## config.mk

```make
export PLATFORM = sky130hd
export DESIGN_NAME = spi_controller
export DESIGN_NICKNAME = d
export VERILOG_FILES = /design/src/rtl/spi_pkg.sv /design/src/rtl/spi_controller_shifter.sv /design/src/rtl/spi_controller.sv
export SDC_FILE = /design/constraint.sdc
export NUM_CORES = 1
export LEC_CHECK = 0
export BUFFER_PORTS_ARGS = -buffer_cell sky130_fd_sc_hd__buf_2
export CAP_MARGIN = 20
export CORE_MARGIN = 2
export CORE_UTILIZATION = 56
export CTS_CLUSTER_DIAMETER = 60
export DETAILED_ROUTE_END_ITERATION = 16
export PLACE_DENSITY = 0.78
export SLEW_MARGIN = 20
export SYNTH_ARGS = -nofsm -noshare
export SYNTH_HDL_FRONTEND = slang
export SYNTH_SLANG_ARGS = --single-unit
```

## constraint.sdc

```tcl
create_clock -name i_clk -period 2 [get_ports i_clk]
set_input_delay 0.3 -clock i_clk [delete_from_list [all_inputs] [get_ports i_clk]]
set_output_delay 0.3 -clock i_clk [all_outputs]
set_load 0.02 [all_outputs]
```

## src/rtl/spi_pkg.sv

```systemverilog
// Shared definitions for the SPI controller: FSM state encoding, the fixed SPI mode and the
// byte width. Also provides a small constant helper used to size timers.
package spi_pkg;

  localparam int unsigned BYTE_W = 8;

  // Mode 1: SCLK idles low, data is launched on the rising edge and captured on the falling one.
  localparam bit SPI_CPOL = 1'b0;
  localparam bit SPI_CPHA = 1'b1;

  typedef enum logic [2:0] {
    StIdle,
    StCsSetup,
    StLoad,
    StShift,
    StCsHold,
    StCsIdle
  } spi_state_e;

  function automatic int unsigned max3(input int unsigned a, input int unsigned b,
                                       input int unsigned c);
    int unsigned m;
    m = a;
    if (b > m) m = b;
    if (c > m) m = c;
    return m;
  endfunction

endpackage

```

## src/rtl/spi_controller_shifter.sv

```systemverilog
// Bit-level engine of the SPI controller. Serialises one byte per i_byte_start, MSB first,
// producing SCLK (idle low) and COPI, and deserialises CIPO.
//
// Ports:
//   i_clk, i_reset    system clock, synchronous active-high reset
//   i_byte_start      start shifting i_tx_byte (ignored while a byte is in flight)
//   i_tx_byte         byte to send
//   i_spi_cipo        peripheral data in, sampled on the i_clk edge that lowers SCLK
//   o_byte_done       combinational strobe in the last cycle of the 8th SCLK low half
//   o_spi_clk         SCLK
//   o_spi_copi        controller data out, updated on the i_clk edge that raises SCLK
//   o_rx_dv           one-cycle pulse after the 8th sample
//   o_rx_byte         received byte, held until the next o_rx_dv
module spi_controller_shifter
  import spi_pkg::*;
#(
  parameter int unsigned CLKS_PER_HALF_BIT = 2
) (
  input  logic              i_clk,
  input  logic              i_reset,
  input  logic              i_byte_start,
  input  logic [BYTE_W-1:0] i_tx_byte,
  input  logic              i_spi_cipo,
  output logic              o_byte_done,
  output logic              o_spi_clk,
  output logic              o_spi_copi,
  output logic              o_rx_dv,
  output logic [BYTE_W-1:0] o_rx_byte
);

  localparam int unsigned HALF_W = $clog2(CLKS_PER_HALF_BIT);
  localparam logic [HALF_W-1:0] HALF_LAST = HALF_W'(CLKS_PER_HALF_BIT - 1);
  localparam logic [2:0] BIT_LAST = 3'(BYTE_W - 1);

  logic              active_q, active_d;
  logic [HALF_W-1:0] half_cnt_q, half_cnt_d;
  logic [2:0]        bit_cnt_q, bit_cnt_d;
  logic              sclk_q, sclk_d;
  logic              copi_q, copi_d;
  logic [BYTE_W-1:0] tx_sr_q, tx_sr_d;
  logic [BYTE_W-1:0] rx_sr_q, rx_sr_d;
  logic              rx_dv_q, rx_dv_d;
  logic [BYTE_W-1:0] rx_byte_q, rx_byte_d;
  logic              half_end;

  assign half_end    = active_q && (half_cnt_q == HALF_LAST);
  assign o_byte_done = half_end && !sclk_q && (bit_cnt_q == BIT_LAST);

  always_comb begin
    active_d   = active_q;
    half_cnt_d = half_cnt_q;
    bit_cnt_d  = bit_cnt_q;
    sclk_d     = sclk_q;
    copi_d     = copi_q;
    tx_sr_d    = tx_sr_q;
    rx_sr_d    = rx_sr_q;
    rx_dv_d    = 1'b0;
    rx_byte_d  = rx_byte_q;

    if (i_byte_start && !active_q) begin
      // The accepting edge already raises SCLK and launches bit 7.
      active_d   = 1'b1;
      half_cnt_d = '0;
      bit_cnt_d  = '0;
      sclk_d     = 1'b1;
      copi_d     = i_tx_byte[BYTE_W-1];
      tx_sr_d    = {i_tx_byte[BYTE_W-2:0], 1'b0};
    end else if (active_q) begin
      if (!half_end) begin
        half_cnt_d = half_cnt_q + 1'b1;
      end else begin
        half_cnt_d = '0;
        if (sclk_q) begin
          sclk_d  = 1'b0;
          rx_sr_d = {rx_sr_q[BYTE_W-2:0], i_spi_cipo};
          if (bit_cnt_q == BIT_LAST) begin
            rx_dv_d   = 1'b1;
            rx_byte_d = {rx_sr_q[BYTE_W-2:0], i_spi_cipo};
          end
        end else if (bit_cnt_q == BIT_LAST) begin
          active_d = 1'b0;
        end else begin
          bit_cnt_d = bit_cnt_q + 1'b1;
          sclk_d    = 1'b1;
          copi_d    = tx_sr_q[BYTE_W-1];
          tx_sr_d   = {tx_sr_q[BYTE_W-2:0], 1'b0};
        end
      end
    end
  end

  always_ff @(posedge i_clk) begin
    if (i_reset) begin
      active_q   <= 1'b0;
      half_cnt_q <= '0;
      bit_cnt_q  <= '0;
      sclk_q     <= SPI_CPOL;
      copi_q     <= 1'b0;
      tx_sr_q    <= '0;
      rx_sr_q    <= '0;
      rx_dv_q    <= 1'b0;
      rx_byte_q  <= '0;
    end else begin
      active_q   <= active_d;
      half_cnt_q <= half_cnt_d;
      bit_cnt_q  <= bit_cnt_d;
      sclk_q     <= sclk_d;
      copi_q     <= copi_d;
      tx_sr_q    <= tx_sr_d;
      rx_sr_q    <= rx_sr_d;
      rx_dv_q    <= rx_dv_d;
      rx_byte_q  <= rx_byte_d;
    end
  end

  assign o_spi_clk  = sclk_q;
  assign o_spi_copi = copi_q;
  assign o_rx_dv    = rx_dv_q;
  assign o_rx_byte  = rx_byte_q;

endmodule

```

## src/rtl/spi_controller.sv

```systemverilog
// SPI controller (mode CPOL=0/CPHA=1). Runs one chip-select window per accepted i_start and
// moves i_num_bytes bytes through a byte-level valid/ready host interface.
//
// Ports:
//   i_clk, i_reset        system clock, synchronous active-high reset
//   i_start, i_num_bytes  start request and byte count (zero count is ignored)
//   o_busy                high from the cycle after start until CS idle time has elapsed
//   o_tx_ready, i_tx_dv,  TX byte handshake; transfer when both are high
//   i_tx_byte
//   o_rx_dv, o_rx_byte    received byte pulse and data
//   o_done                one-cycle pulse as CS_n returns high
//   o_spi_clk, o_spi_copi, i_spi_cipo, o_spi_cs_n   SPI pins
module spi_controller
  import spi_pkg::*;
#(
  parameter int unsigned CLKS_PER_HALF_BIT = 2,
  parameter int unsigned CNT_W             = 4,
  parameter int unsigned CS_SETUP_CLKS     = 2,
  parameter int unsigned CS_IDLE_CLKS      = 4
) (
  input  logic              i_clk,
  input  logic              i_reset,
  input  logic              i_start,
  input  logic [CNT_W-1:0]  i_num_bytes,
  output logic              o_busy,
  output logic              o_tx_ready,
  input  logic              i_tx_dv,
  input  logic [BYTE_W-1:0] i_tx_byte,
  output logic              o_rx_dv,
  output logic [BYTE_W-1:0] o_rx_byte,
  output logic              o_done,
  output logic              o_spi_clk,
  output logic              o_spi_copi,
  input  logic              i_spi_cipo,
  output logic              o_spi_cs_n
);

  localparam int unsigned TMR_MAX = max3(CS_SETUP_CLKS, CS_IDLE_CLKS, CLKS_PER_HALF_BIT);
  localparam int unsigned TMR_W   = $clog2(TMR_MAX + 1);
  localparam logic [TMR_W-1:0] SETUP_LAST = TMR_W'(CS_SETUP_CLKS - 1);
  localparam logic [TMR_W-1:0] HOLD_LAST  = TMR_W'(CLKS_PER_HALF_BIT - 1);
  localparam logic [TMR_W-1:0] IDLE_LAST  = TMR_W'(CS_IDLE_CLKS - 1);

  spi_state_e       state_q, state_d;
  logic [CNT_W-1:0] remaining_q, remaining_d;
  logic [TMR_W-1:0] tmr_q, tmr_d;
  logic             cs_n_q, cs_n_d;
  logic             busy_q, busy_d;
  logic             done_q, done_d;
  logic             byte_start;
  logic             byte_done;

  assign o_tx_ready = (state_q == StLoad);
  assign byte_start = o_tx_ready && i_tx_dv;

  always_comb begin
    state_d     = state_q;
    remaining_d = remaining_q;
    tmr_d       = tmr_q;
    cs_n_d      = cs_n_q;
    busy_d      = busy_q;
    done_d      = 1'b0;

    unique case (state_q)
      StIdle: begin
        if (i_start && (i_num_bytes != '0)) begin
          state_d     = StCsSetup;
          cs_n_d      = 1'b0;
          busy_d      = 1'b1;
          remaining_d = i_num_bytes;
          tmr_d       = '0;
        end
      end
      StCsSetup: begin
        if (tmr_q == SETUP_LAST) begin
          state_d = StLoad;
          tmr_d   = '0;
        end else begin
          tmr_d = tmr_q + 1'b1;
        end
      end
      StLoad: begin
        // No timeout: CS stays asserted for as long as the host stalls.
        if (byte_start) state_d = StShift;
      end
      StShift: begin
        if (byte_done) begin
          remaining_d = remaining_q - 1'b1;
          tmr_d       = '0;
          state_d     = (remaining_q == CNT_W'(1)) ? StCsHold : StLoad;
        end
      end
      StCsHold: begin
        if (tmr_q == HOLD_LAST) begin
          state_d = StCsIdle;
          cs_n_d  = 1'b1;
          done_d  = 1'b1;
          tmr_d   = '0;
        end else begin
          tmr_d = tmr_q + 1'b1;
        end
      end
      StCsIdle: begin
        if (tmr_q == IDLE_LAST) begin
          state_d = StIdle;
          busy_d  = 1'b0;
          tmr_d   = '0;
        end else begin
          tmr_d = tmr_q + 1'b1;
        end
      end
      default: begin
        state_d = StIdle;
        cs_n_d  = 1'b1;
        busy_d  = 1'b0;
      end
    endcase
  end

  always_ff @(posedge i_clk) begin
    if (i_reset) begin
      state_q     <= StIdle;
      remaining_q <= '0;
      tmr_q       <= '0;
      cs_n_q      <= 1'b1;
      busy_q      <= 1'b0;
      done_q      <= 1'b0;
    end else begin
      state_q     <= state_d;
      remaining_q <= remaining_d;
      tmr_q       <= tmr_d;
      cs_n_q      <= cs_n_d;
      busy_q      <= busy_d;
      done_q      <= done_d;
    end
  end

  spi_controller_shifter #(
    .CLKS_PER_HALF_BIT(CLKS_PER_HALF_BIT)
  ) u_shifter (
    .i_clk       (i_clk),
    .i_reset     (i_reset),
    .i_byte_start(byte_start),
    .i_tx_byte   (i_tx_byte),
    .i_spi_cipo  (i_spi_cipo),
    .o_byte_done (byte_done),
    .o_spi_clk   (o_spi_clk),
    .o_spi_copi  (o_spi_copi),
    .o_rx_dv     (o_rx_dv),
    .o_rx_byte   (o_rx_byte)
  );

  assign o_spi_cs_n = cs_n_q;
  assign o_busy     = busy_q;
  assign o_done     = done_q;

endmodule

```

After elaboration in Yosys (flattened, before gate mapping)
Cells that the tools add are included.
{"block": "op_classes", "n_reduce_logical": 30, "mux": 44, "n_eq_ne": 17, "bitwise": 8, "addsub": 4}
{"op": "two-way mux 8 bit", "count": 5}
{"op": "two-way mux 3 bit", "count": 11}
{"op": "two-way mux 1 bit", "count": 21}
{"op": "case mux 3 bit (6 select lines)", "count": 1}
{"op": "inequality test 2 bit (second input constant)", "count": 6}
{"op": "case mux 3 bit (4 select lines)", "count": 1}
{"op": "AND reduction 3 bit", "count": 4}
{"op": "AND reduction 4 bit", "count": 3}
{"op": "equality test 3 x 2 -> 1 bit (second input constant)", "count": 3}
{"op": "equality test 3 bit (second input constant)", "count": 3}
{"op": "two-way mux 4 bit", "count": 2}
{"op": "inverter 1 bit", "count": 8}
{"op": "case mux 4 bit (2 select lines)", "count": 1}
{"op": "nonzero test 4 bit", "count": 2}
{"op": "OR reduction 4 bit", "count": 2}
{"op": "adder 3 x 1 -> 3 bit (second input constant)", "count": 2}
{"op": "equality test 3 x 1 -> 1 bit (second input constant)", "count": 2}
{"op": "logical AND 1 bit", "count": 6}
{"op": "case mux 1 bit (3 select lines)", "count": 2}
{"op": "AND reduction 6 bit", "count": 1}
{"op": "nonzero test 2 bit", "count": 3}
{"op": "OR reduction 2 bit", "count": 3}
{"op": "AND reduction 5 bit", "count": 1}
{"op": "OR reduction 5 bit", "count": 1}
{"op": "other kinds (7)", "count": 9}
{"block": "word_totals", "wordCells": 118, "input_bits": 17, "register_bits": 43, "output_inout_bits": 15}

Longest topological paths before layout
Gate-level depths: netlist of run 1.
{"block": "depth", "ltp_word": 6, "ltp_mapped": 7, "ltp_nobuf": 7}

By module
From an unflattened synthesis of run 1, not the netlist that was laid out.
{"block": "unflattened", "hier_cells": 253, "area_unflattened_um2": 2214.6}
{"module": "spi_controller_shifter", "seq_area_each_um2": 600.6, "area_each_um2": 1311.3, "cells_per_inst": 145, "n_inst": 1}
{"module": "spi_controller", "seq_area_each_um2": 260.2, "area_each_um2": 903.4, "cells_per_inst": 108, "n_inst": 1}

Worst setup path before layout of run 1
No wires, ideal clock.
{"block": "synth_timing", "kind": "register -> register", "startpoint": "register u_shifter.bit_cnt_q[0]", "endpoint": "register remaining_q[1]", "t_arrival_ns": 1.628, "setup_ns": 0.070, "path_buffers": 0, "period_less_slack_ns": 1.698, "stages_incl_launch_ff": 7, "required_ns": 1.930, "setup_slack_ns": 0.302, "cell_sequence": "dfxtp_1 ha_1 ha_1 nand4b_2 a2bb2oi_2 or4_1 a21oi_1"}
{"block": "synth_between", "elab_chain_cells": 4}
{"item": "start: declaration", "line_no": "spi_controller_shifter.sv:37", "source": "logic [2:0] bit_cnt_q, bit_cnt_d;"}
{"item": "start signal: assignment", "line_no": "spi_controller_shifter.sv:106", "source": "bit_cnt_q <= bit_cnt_d;"}
{"item": "equality test 3 bit", "line_no": "spi_controller_shifter.sv:47", "source": "assign o_byte_done = half_end && !sclk_q && (bit_cnt_q == BIT_LAST);"}
{"item": "logical AND 1 bit", "line_no": "spi_controller_shifter.sv:47"}
{"item": "inequality test 2 bit (no line)"}
{"item": "AND reduction 3 bit (no line)"}
{"item": "end signal: assignment", "line_no": "spi_controller.sv:130", "source": "remaining_q <= remaining_d;"}
{"item": "end: declaration", "line_no": "spi_controller.sv:45", "source": "logic [CNT_W-1:0] remaining_q, remaining_d;"}
No other way between the ends.
A chain may end at the register's enable or synchronous reset.

Worst setup path after layout of run 1
Same ends and word-level chain as after synthesis.

==> results_dict.tcl, run 1 <==
set metrics [dict create \
    gp_congestion 0.8277 \
    synth_cell_type_count 46 \
    clockBufferDepth 2 \
    synth_fp_nets 270 \
    post_cts_hold_buffer_count 0 \
    synth_top_area_cell "sky130_fd_sc_hd__dfxtp_1" \
    crit_path_cell_trace "ha_1 > ha_1 > nand4b_2 > a2bb2oi_2 > or4_1 > a21oi_1" \
    fp.dieArea_um2 4181 \
    floorplan.rows 22 \
    pre_cts_slack_ns 0.1804 \
    htree_levels 2 \
    yosys_warnings 0 \
    min_path_cells 3 \
    worst_skew_pair.late_latency_ns 0.30 \
    layout-drive-gt1-share 0.1906 \
    floorplan.initialDensity 0.5715 \
    start_kind "flop" \
    run_status "completed" \
    seqPwrFrac 0.448 \
    num-fill-cells 313 \
    global_route_wire_length_before_repair_um 7265 \
    grt_residual_overflow 0 \
    cp_data_required_time_ns 2.24 \
    mappedNetlistArea_um2 2061 \
    final_cell_mix "sky130_fd_sc_hd__nand2_1, sky130_fd_sc_hd__dfxtp_1, sky130_fd_sc_hd__buf_2" \
    ff2ff_setup_slack_ns 0.16 \
    ys_ff_latch 43 \
    final.hold.worst_slack_ns 0.2366 \
    setup_violations 0 \
    flow.area_growth_from_synthesis_pct 16.21 \
    endpoint "remaining_q[1]" \
    timing.max_slew.rel_slack 0.6402 \
    die_h_um 64.66 \
    design_power_total_mw 2.365 \
    worst_r2r_end "remaining_q[1]" \
    cts_inserted_buffers 5 \
    ys_seq_area_frac 0.4177 \
    vias_per_cell 5.503 \
    maxCapViolations 0 \
    grtUsageTotal 0.2214 \
    hold_class "in2reg" \
    placed_area_um2 2277 \
    timing.critical_path.arrival_ns 2.08 \
    crit-reg2reg-launch "u_shifter.bit_cnt_q[0]" \
    floorplan.core_area_um2 3606 \
    grt_start_max_net_pins 20 \
    postRouteWirelength_um 4221 \
    synth-edff-count 0 \
    num_antenna_cells 0 \
    cts_tree "done" \
    detail_route.drc_violations 0 \
    syn_avg_cell_area_um2 8.411 \
    drt_first_pass_iters 4 \
    ys.flop_type "sky130_fd_sc_hd__dfxtp_1" \
    worst_path_max_delay_cell "sky130_fd_sc_hd__or4_1" \
    place_hpwl_um 2887 \
    wl_per_cell_um 12.95 \
    final_design_area_no_fill_um2 2395 \
    iteration_0_drc_count_of_the_detailed_router 117 \
    finalMaxSlewViolations 0 \
    clock_net_sink_count 43 \
    power.net_switching_mw 0.7522 \
    final_report_hold_violation_count 0 \
    buffer_ports.inserted 31 \
    post_synth_inst_count 245 \
    finish.net_count 302 \
    grt_antenna_before_repair 0 \
    setup_slack_ns 0.1645 \
    worst-slew-pin-transition_ns 0.5389 \
    fmaxAchievable_ghz 0.5448 \
    power_density_nw_per_um2 987.4 \
    rsz0062_at_grt "no" \
    worst-path-max-fanout 6 \
    finClkSkew_ns 0.005203 \
    crit_type "reg2reg" \
    cts.repair.resized 0 \
    route.vias.total 1794 \
    yosys-top-cells-area "sky130_fd_sc_hd__dfxtp_1, sky130_fd_sc_hd__nand2_1, sky130_fd_sc_hd__a21oi_1" \
    worst_setup_path_startpoint "u_shifter.bit_cnt_q[0]" \
    power.share.switching 0.3181 \
    synth_top_area_frac 0.4177 \
    internal_power_mw 1.612 \
    power_frac_comb 0.254 \
    power.leakage_nw 0.9876 \
    setup_tns_ns 0 \
    slowest_delay_ns 0.52 \
    ir_drop_mv 0.5328 \
    first_global_vias 1659 \
    async_reset_ff_frac 0 \
    clock_power_share 0.297 \
    die_w_um 64.66 \
    min_period_ns 1.835 \
    cts_setup_buffers 0 \
    path_clk_slew_ns 0.08 \
    ioPinCount 32 \
    final_antenna_net_count 0 \
    worst_r2r_path_depth 6 \
    cell_repeated_most_along_the_worst_path "sky130_fd_sc_hd__ha_1" \
    cp-end-kind "flop" \
    fraction_of_the_cycle_the_final_worst_path_needs 0.9177 \
    cts.root.buffer_cell "sky130_fd_sc_hd__clkbuf_8" \
]
[registers in the layout (all words and copies together), names as in the netlist]
register and cells:
remaining_q 4, u_shifter.o_rx_dv 1, u_shifter.tx_sr_q 7, o_done 1, o_busy 1, u_shifter.bit_cnt_q 3
tmr_q 3, u_shifter.half_cnt_q 1, u_shifter.rx_sr_q 7, u_shifter.o_spi_copi 1, u_shifter.o_rx_byte 8, u_shifter.o_spi_clk 1
state_q 3, u_shifter.active_q 1, o_spi_cs_n 1
[cells in the mapped netlist, drive strengths merged, types with 2 or more instances]
cell type	n
a211oi	9
a21o	3
a21oi	26
a22o	2
a2bb2oi	2
and3	3
buf	7
clkbuf	8
dfxtp	43
ha	8
inv	8
mux2i	11
nand2	43
nand2b	2
nand3	3
nand4b	2
nor2	18
nor2b	2
nor3	8
nor3b	4
nor4	2
o211ai	2
o21ai	6
o31ai	4
or4	2
xnor2	2
[layout make-up]
type / count / area, um2 / area share
inverter: 8 / 30.03 / 0.01254
clock inverter: 2 / 35.03 / 0.01463
clock buffer: 6 / 82.58 / 0.03448
tap: 48 / 60.06 / 0.02508
timing repair buffer: 40 / 222.7 / 0.09300
multi-input combinational: 179 / 1104 / 0.4608
sequential: 43 / 860.8 / 0.3595
[power groups by stage]
stage	registers [mW]	clock network, mW	logic, mW
final	1.06	0.703	0.602
after global placement	1.08	0	0.582
after floorplan	1.04	0	0.464
after detailed placement	1.08	0	0.588
after CTS	1.06	0.713	0.596
after global routing	1.08	0.747	0.673
[worst max-delay path: cells and delay by family, from the launching register on]
kind / cells / cell delay [ns]
simple gates: 2 / 0.68
fa+ha+maj: 2 / 0.37
flops: 1 / 0.36
compound gates: 2 / 0.36
[stage by stage]
stage          std cells  utilization
3_5_place_dp         318       0.6315
3_3_place_gp         318       0.6315
2_1_floorplan        245            -
4_1_cts              326       0.6641
5_1_grt              326       0.6641
6_report             326       0.6641
[logic make-up after synthesis]
family,synth area share
compound gates,0.1882
xor+xnor,0.01275
fa+ha+maj,0.04858
buf+inv,0.04675
flops,0.4177
mux,0.05343
simple gates,0.2325
[worst min path at each step]
stage                                 startpoint                     end
after detailed placement  u_shifter.o_rx_byte[4]  u_shifter.o_rx_byte[4]
after floorplan             u_shifter.rx_sr_q[6]  u_shifter.o_rx_byte[7]
after CTS                           i_tx_byte[0]    u_shifter.tx_sr_q[1]
final                               i_tx_byte[0]    u_shifter.tx_sr_q[1]
after global placement    u_shifter.o_rx_byte[1]  u_shifter.o_rx_byte[1]
after global routing                  i_spi_cipo  u_shifter.o_rx_byte[0]
[metal layers]
layer	global-route usage	vias up	routed length, um
met2	0.3698	41	1917
met4	0.1117	0	77
met1	0.2727	819	2045
met5	0	-	0
li1	-	927	-
met3	0.04167	7	181
Power figures use the tool's default switching activity.
==> inputs of run 2 (changes only) <==
- CAP_MARGIN: 20 -> 10
- REMOVE_ABC_BUFFERS: not set -> 1
==> run 2 against run 1 <==
Effect of this change: maximum frequency down 0.14%; critical path depth did not move; via count is 0.50% lower; final area down 0.37%; critical path type unchanged; critical endpoint unchanged.
==> results_dict.tcl, run 2 (synthesis results as in run 1) <==
set metrics [dict create \
    place_hpwl_um 2895 \
    fmaxAchievable_ghz 0.5441 \
    clockBufferDepth 2 \
    timing.max_slew.rel_slack 0.5962 \
    cp_data_required_time_ns 2.24 \
    wl_per_cell_um 12.70 \
    gp_congestion 0.9051 \
    htree_levels 2 \
    cts.repair.resized 0 \
    min_period_ns 1.838 \
    m1WireLength_um 1927 \
    layout-drive-gt1-share 0.1877 \
    iteration_0_drc_count_of_the_detailed_router 120 \
    final_cell_mix "sky130_fd_sc_hd__nand2_1, sky130_fd_sc_hd__dfxtp_1, sky130_fd_sc_hd__buf_2" \
    floorplan.initialDensity 0.5715 \
    die_h_um 64.66 \
    worst_skew_pair.late_latency_ns 0.31 \
    buffer_ports.inserted 31 \
    postRouteWirelength_um 4128 \
    cts.root.buffer_cell "sky130_fd_sc_hd__clkbuf_8" \
    placedCellCount 317 \
    cts_setup_buffers 0 \
    maxCapViolations 0 \
    clock_net_sink_count 43 \
    die_w_um 64.66 \
    fraction_of_the_cycle_the_final_worst_path_needs 0.9190 \
    run_status "completed" \
    global_route_wire_length_before_repair_um 7162 \
    power.leakage_nw 0.9807 \
    worst_setup_path_startpoint "u_shifter.bit_cnt_q[0]" \
    floorplan.rows 22 \
    hold_class "in2reg" \
    post_cts_hold_buffer_count 0 \
    fp.dieArea_um2 4181 \
    setup_tns_ns 0 \
    final.hold.worst_slack_ns 0.2269 \
    cts_inserted_buffers 5 \
    path_clk_slew_ns 0.08 \
    grtUsageTotal 0.2197 \
    placed_area_um2 2270 \
    vias_per_cell 5.492 \
    ioPinCount 32 \
    worst-path-max-fanout 6 \
    detail_route.drc_violations 0 \
    top_layer "met4" \
    grt_residual_overflow 0 \
    final_design_area_no_fill_um2 2386 \
    finalMaxSlewViolations 0 \
    utilization 0.6617 \
    grt_start_max_net_pins 33 \
    finClkSkew_ns 0.007845 \
    ir_drop_mv 0.5977 \
    cts_tree "done" \
    final_report_hold_violation_count 0 \
    floorplan.core_area_um2 3606 \
    final_antenna_net_count 0 \
    drt_first_pass_iters 4 \
    cp-end-kind "flop" \
    start_kind "flop" \
    num_antenna_cells 0 \
    setup_slack_ns 0.1620 \
    rsz0062_at_grt "no" \
    crit_type "reg2reg" \
    flow.area_growth_from_synthesis_pct 15.79 \
    worst-slew-pin-transition_ns 0.5979 \
    grt_antenna_before_repair 0 \
    met3_wirelength_um 164 \
    pre_cts_slack_ns 0.1803 \
    route.vias.total 1785 \
    setup_violations 0 \
    fin_cells 325 \
    design_power_total_mw 2.369 \
    timing.critical_path.arrival_ns 2.08 \
    finish.net_count 301 \
    max_ffs_per_register 8 \
    power_density_nw_per_um2 992.7 \
    crit-reg2reg-launch "u_shifter.bit_cnt_q[0]" \
    num-fill-cells 312 \
    first_global_vias 1705 \
    met2RoutedLength_um 1963 \
    hold_path_startpoint "i_tx_byte[0]" \
]
run 2: cell count changes in the layout (fill, tap and decap cells not counted), sizes merged:
cell,change
buf,-1
inv,+1
clkbuf,-1
run 2: layer usage:
metal / GRT usage / vias to the layer above
met1: 0.2642 / 805
met5: 0 / -
met4: 0.1011 / 0
li1: - / 931
met2: 0.3646 / 40
met3: 0.06076 / 9
run 2: final cells by class:
type	instances	area, um2	area share
flip-flops and latches	43	860.8	0.3608
multi-input cells	179	1104	0.4625
clock inverters	3	47.55	0.01993
inverters	8	30.03	0.01259
repair buffers	39	215.2	0.09019
well taps	48	60.06	0.02517
clock buffers	5	68.82	0.02884
run 2: power breakdown:
part / internal, mW / switching [mW] / leakage [nW]
clock network: 0.378 / 0.320 / 0.0587
registers: 0.949 / 0.117 / 0.348
logic: 0.268 / 0.337 / 0.573
run 2: path summary, 6_finish.rpt:
| check | end | slack (ns) | cells past startpoint |
|---|---|---|---|
| max | remaining_q[1] | 0.16 | 6 |
| min | u_shifter.tx_sr_q[1] | 0.23 | 3 |
| min reg2reg | u_shifter.o_rx_byte[3] | 0.45 | 2 |
| max reg2reg | remaining_q[1] | 0.16 | 6 |
run 2: worst max-delay path: stages, from the launching register on:
cell and delay [ns]:
sky130_fd_sc_hd__dfxtp_1 0.36, sky130_fd_sc_hd__ha_1 0.16, sky130_fd_sc_hd__ha_1 0.22, sky130_fd_sc_hd__nand4b_2 0.17, sky130_fd_sc_hd__a2bb2oi_2 0.22, sky130_fd_sc_hd__or4_1 0.51, sky130_fd_sc_hd__a21oi_1 0.14
==> inputs of run 3 (changes only) <==
- CORE_UTILIZATION: 56 -> 50
- PLACE_DENSITY: 0.78 -> 0.73
- clock period: 2 -> 1.65 ns (I/O delays scaled with it)
==> run 3 against run 2 <==
Effect of this change: clock skew down 0.00079 ns; clock power down 2%; cell count up 5.8%; power up 19%; clock-buffer cell count unchanged; wire length up 7.6%; flip-flop and latch count unchanged; final area up 8.0%; sequential power up 21%; critical path depth down 1; maximum frequency up 16%; critical endpoint unchanged; highest routed layer unchanged.
==> results_dict.tcl, run 3 (synthesis results as in run 1) <==
set metrics [dict create \
    worst_skew_pair.late_latency_ns 0.30 \
    max_ffs_per_register 8 \
    route.vias.total 1841 \
    grtUsageTotal 0.2044 \
    hold_class "in2reg" \
    finalMaxSlewViolations 0 \
    timing.critical_path.arrival_ns 1.83 \
    power_density_nw_per_um2 1094 \
    fp.dieArea_um2 4651 \
    mostFrequentLayoutCell "sky130_fd_sc_hd__nand2_1" \
    grt_start_max_net_pins 24 \
    setup_tns_ns 0 \
    power_frac_comb 0.299 \
    floorplan.rows 23 \
    place_hpwl_um 3118 \
    path_clk_slew_ns 0.09 \
    area.sequential_um2 869.6 \
    cts.root.buffer_cell "sky130_fd_sc_hd__clkbuf_8" \
    placedCellCount 336 \
    final_cell_mix "sky130_fd_sc_hd__nand2_1, sky130_fd_sc_hd__dfxtp_1, sky130_fd_sc_hd__buf_2" \
    clockBufferDepth 2 \
    fin_cells 344 \
    detail_route.drc_violations 0 \
    layout-drive-gt1-share 0.2823 \
    cts_tree "done" \
    grt_residual_overflow 0 \
    power.leakage_nw 1.068 \
    global_route_wire_length_before_repair_um 7113 \
    start_kind "flop" \
    final_antenna_net_count 0 \
    die_w_um 68.20 \
    floorplan.core_area_um2 3971 \
    finish.net_count 318 \
    crit_type "reg2reg" \
    cts_setup_buffers 0 \
    power.net_switching_mw 0.9700 \
    postRouteWirelength_um 4441 \
    power.share.switching 0.3439 \
    post_cts_hold_buffer_count 0 \
    first_global_vias 1602 \
    iteration_0_drc_count_of_the_detailed_router 66 \
    run_status "completed" \
    htree_levels 2 \
    placed_area_um2 2400 \
    final_report_hold_violation_count 0 \
    finClkSkew_ns 0.007058 \
    ioPinCount 32 \
    worst-path-max-fanout 3 \
    grt_antenna_before_repair 0 \
    maxCapViolations 0 \
    fraction_of_the_cycle_the_final_worst_path_needs 0.9644 \
    final_design_area_no_fill_um2 2577 \
    cp-end-kind "flop" \
    wl_per_cell_um 12.91 \
    fmaxAchievable_ghz 0.6284 \
    internal_power_mw 1.851 \
    num_antenna_cells 0 \
    utilization 0.6490 \
    final.hold.worst_slack_ns 0.1798 \
    worst-slew-pin-transition_ns 0.3115 \
    die_h_um 68.20 \
    buffer_ports.inserted 31 \
    floorplan.initialDensity 0.5189 \
    rsz0062_at_grt "yes" \
    vias_per_cell 5.352 \
    cts_inserted_buffers 5 \
    drt_first_pass_iters 4 \
    min_period_ns 1.591 \
    multi_input_comb_area_um2 1180 \
    clock_net_sink_count 43 \
    flow.area_growth_from_synthesis_pct 25.08 \
    seqPwrFrac 0.458 \
    timing.max_slew.rel_slack 0.7890 \
    cp_data_required_time_ns 1.89 \
    setup_violations 0 \
    clock_power_share 0.243 \
    ir_drop_mv 0.6163 \
    num-fill-cells 353 \
    gp_congestion 0.8989 \
]
==> run 3: changes by cell type in the layout (fill, tap and decap cells not counted), sizes merged <==
| cell | delta |
|---|---|
| buf | +17 |
| bufinv | -1 |
| clkinv | -1 |
| clkinvlp | +2 |
==> run 3: what timing repair did <==
action	4_1_cts	5_1_grt
gates cloned	0	0
pin swaps	3	5
gates resized for setup	8	12
endpoints found under the setup margin	7	9
==> run 3: worst max-delay path: stages, from the launching register on <==
cell,delay (ns)
sky130_fd_sc_hd__dfxtp_2,0.35
sky130_fd_sc_hd__inv_1,0.07
sky130_fd_sc_hd__ha_1,0.29
sky130_fd_sc_hd__and3_1,0.18
sky130_fd_sc_hd__or4_1,0.49
sky130_fd_sc_hd__a21oi_1,0.15
==> run 3: per-stage QoR <==
step / total power [mW] / worst slack, ns
2_1_floorplan: 1.775 / -0.04850
3_3_place_gp: 2.092 / -0.06829
3_5_place_dp: 2.111 / -0.08145
4_1_cts: 2.802 / 0.001992
5_1_grt: 2.980 / -0.02342
6_report: 2.821 / 0.05877
==> run 3: cell type report <==
type | count | area share
multi-input combinational | 179 | 0.4578
sequential | 43 | 0.3374
timing repair buffer | 56 | 0.1330
clock buffer | 5 | 0.02670
tap | 50 | 0.02427
inverter | 8 | 0.01165
clock inverter | 3 | 0.009223
==> run 3: final timing paths <==
| check | startpoint | endpoint | slack (ns) | cells past startpoint |
|---|---|---|---|---|
| max | remaining_q[0] | remaining_q[1] | 0.06 | 5 |
| min | i_tx_byte[0] | u_shifter.tx_sr_q[1] | 0.18 | 3 |
| max reg2reg | remaining_q[0] | remaining_q[1] | 0.06 | 5 |
| min reg2reg | u_shifter.o_rx_byte[4] | u_shifter.o_rx_byte[4] | 0.45 | 2 |
==> run 3: metal layers <==
metal / vias to the layer above / routed length [um] / GRT usage
met5: - / 0 / 0
met4: 0 / 80 / 0.1125
met3: 11 / 163 / 0.04770
met2: 38 / 2033 / 0.3155
met1: 831 / 2163 / 0.2622
li1: 961 / - / -
==> run 3: power groups by stage <==
stage          clock [mW]  combinational, mW  sequential, mW
3_3_place_gp            0              0.794            1.30
2_1_floorplan           0              0.441            1.33
3_5_place_dp            0              0.808            1.30
6_report            0.687              0.843            1.29
5_1_grt             0.743              0.929            1.31
4_1_cts             0.697              0.825            1.28
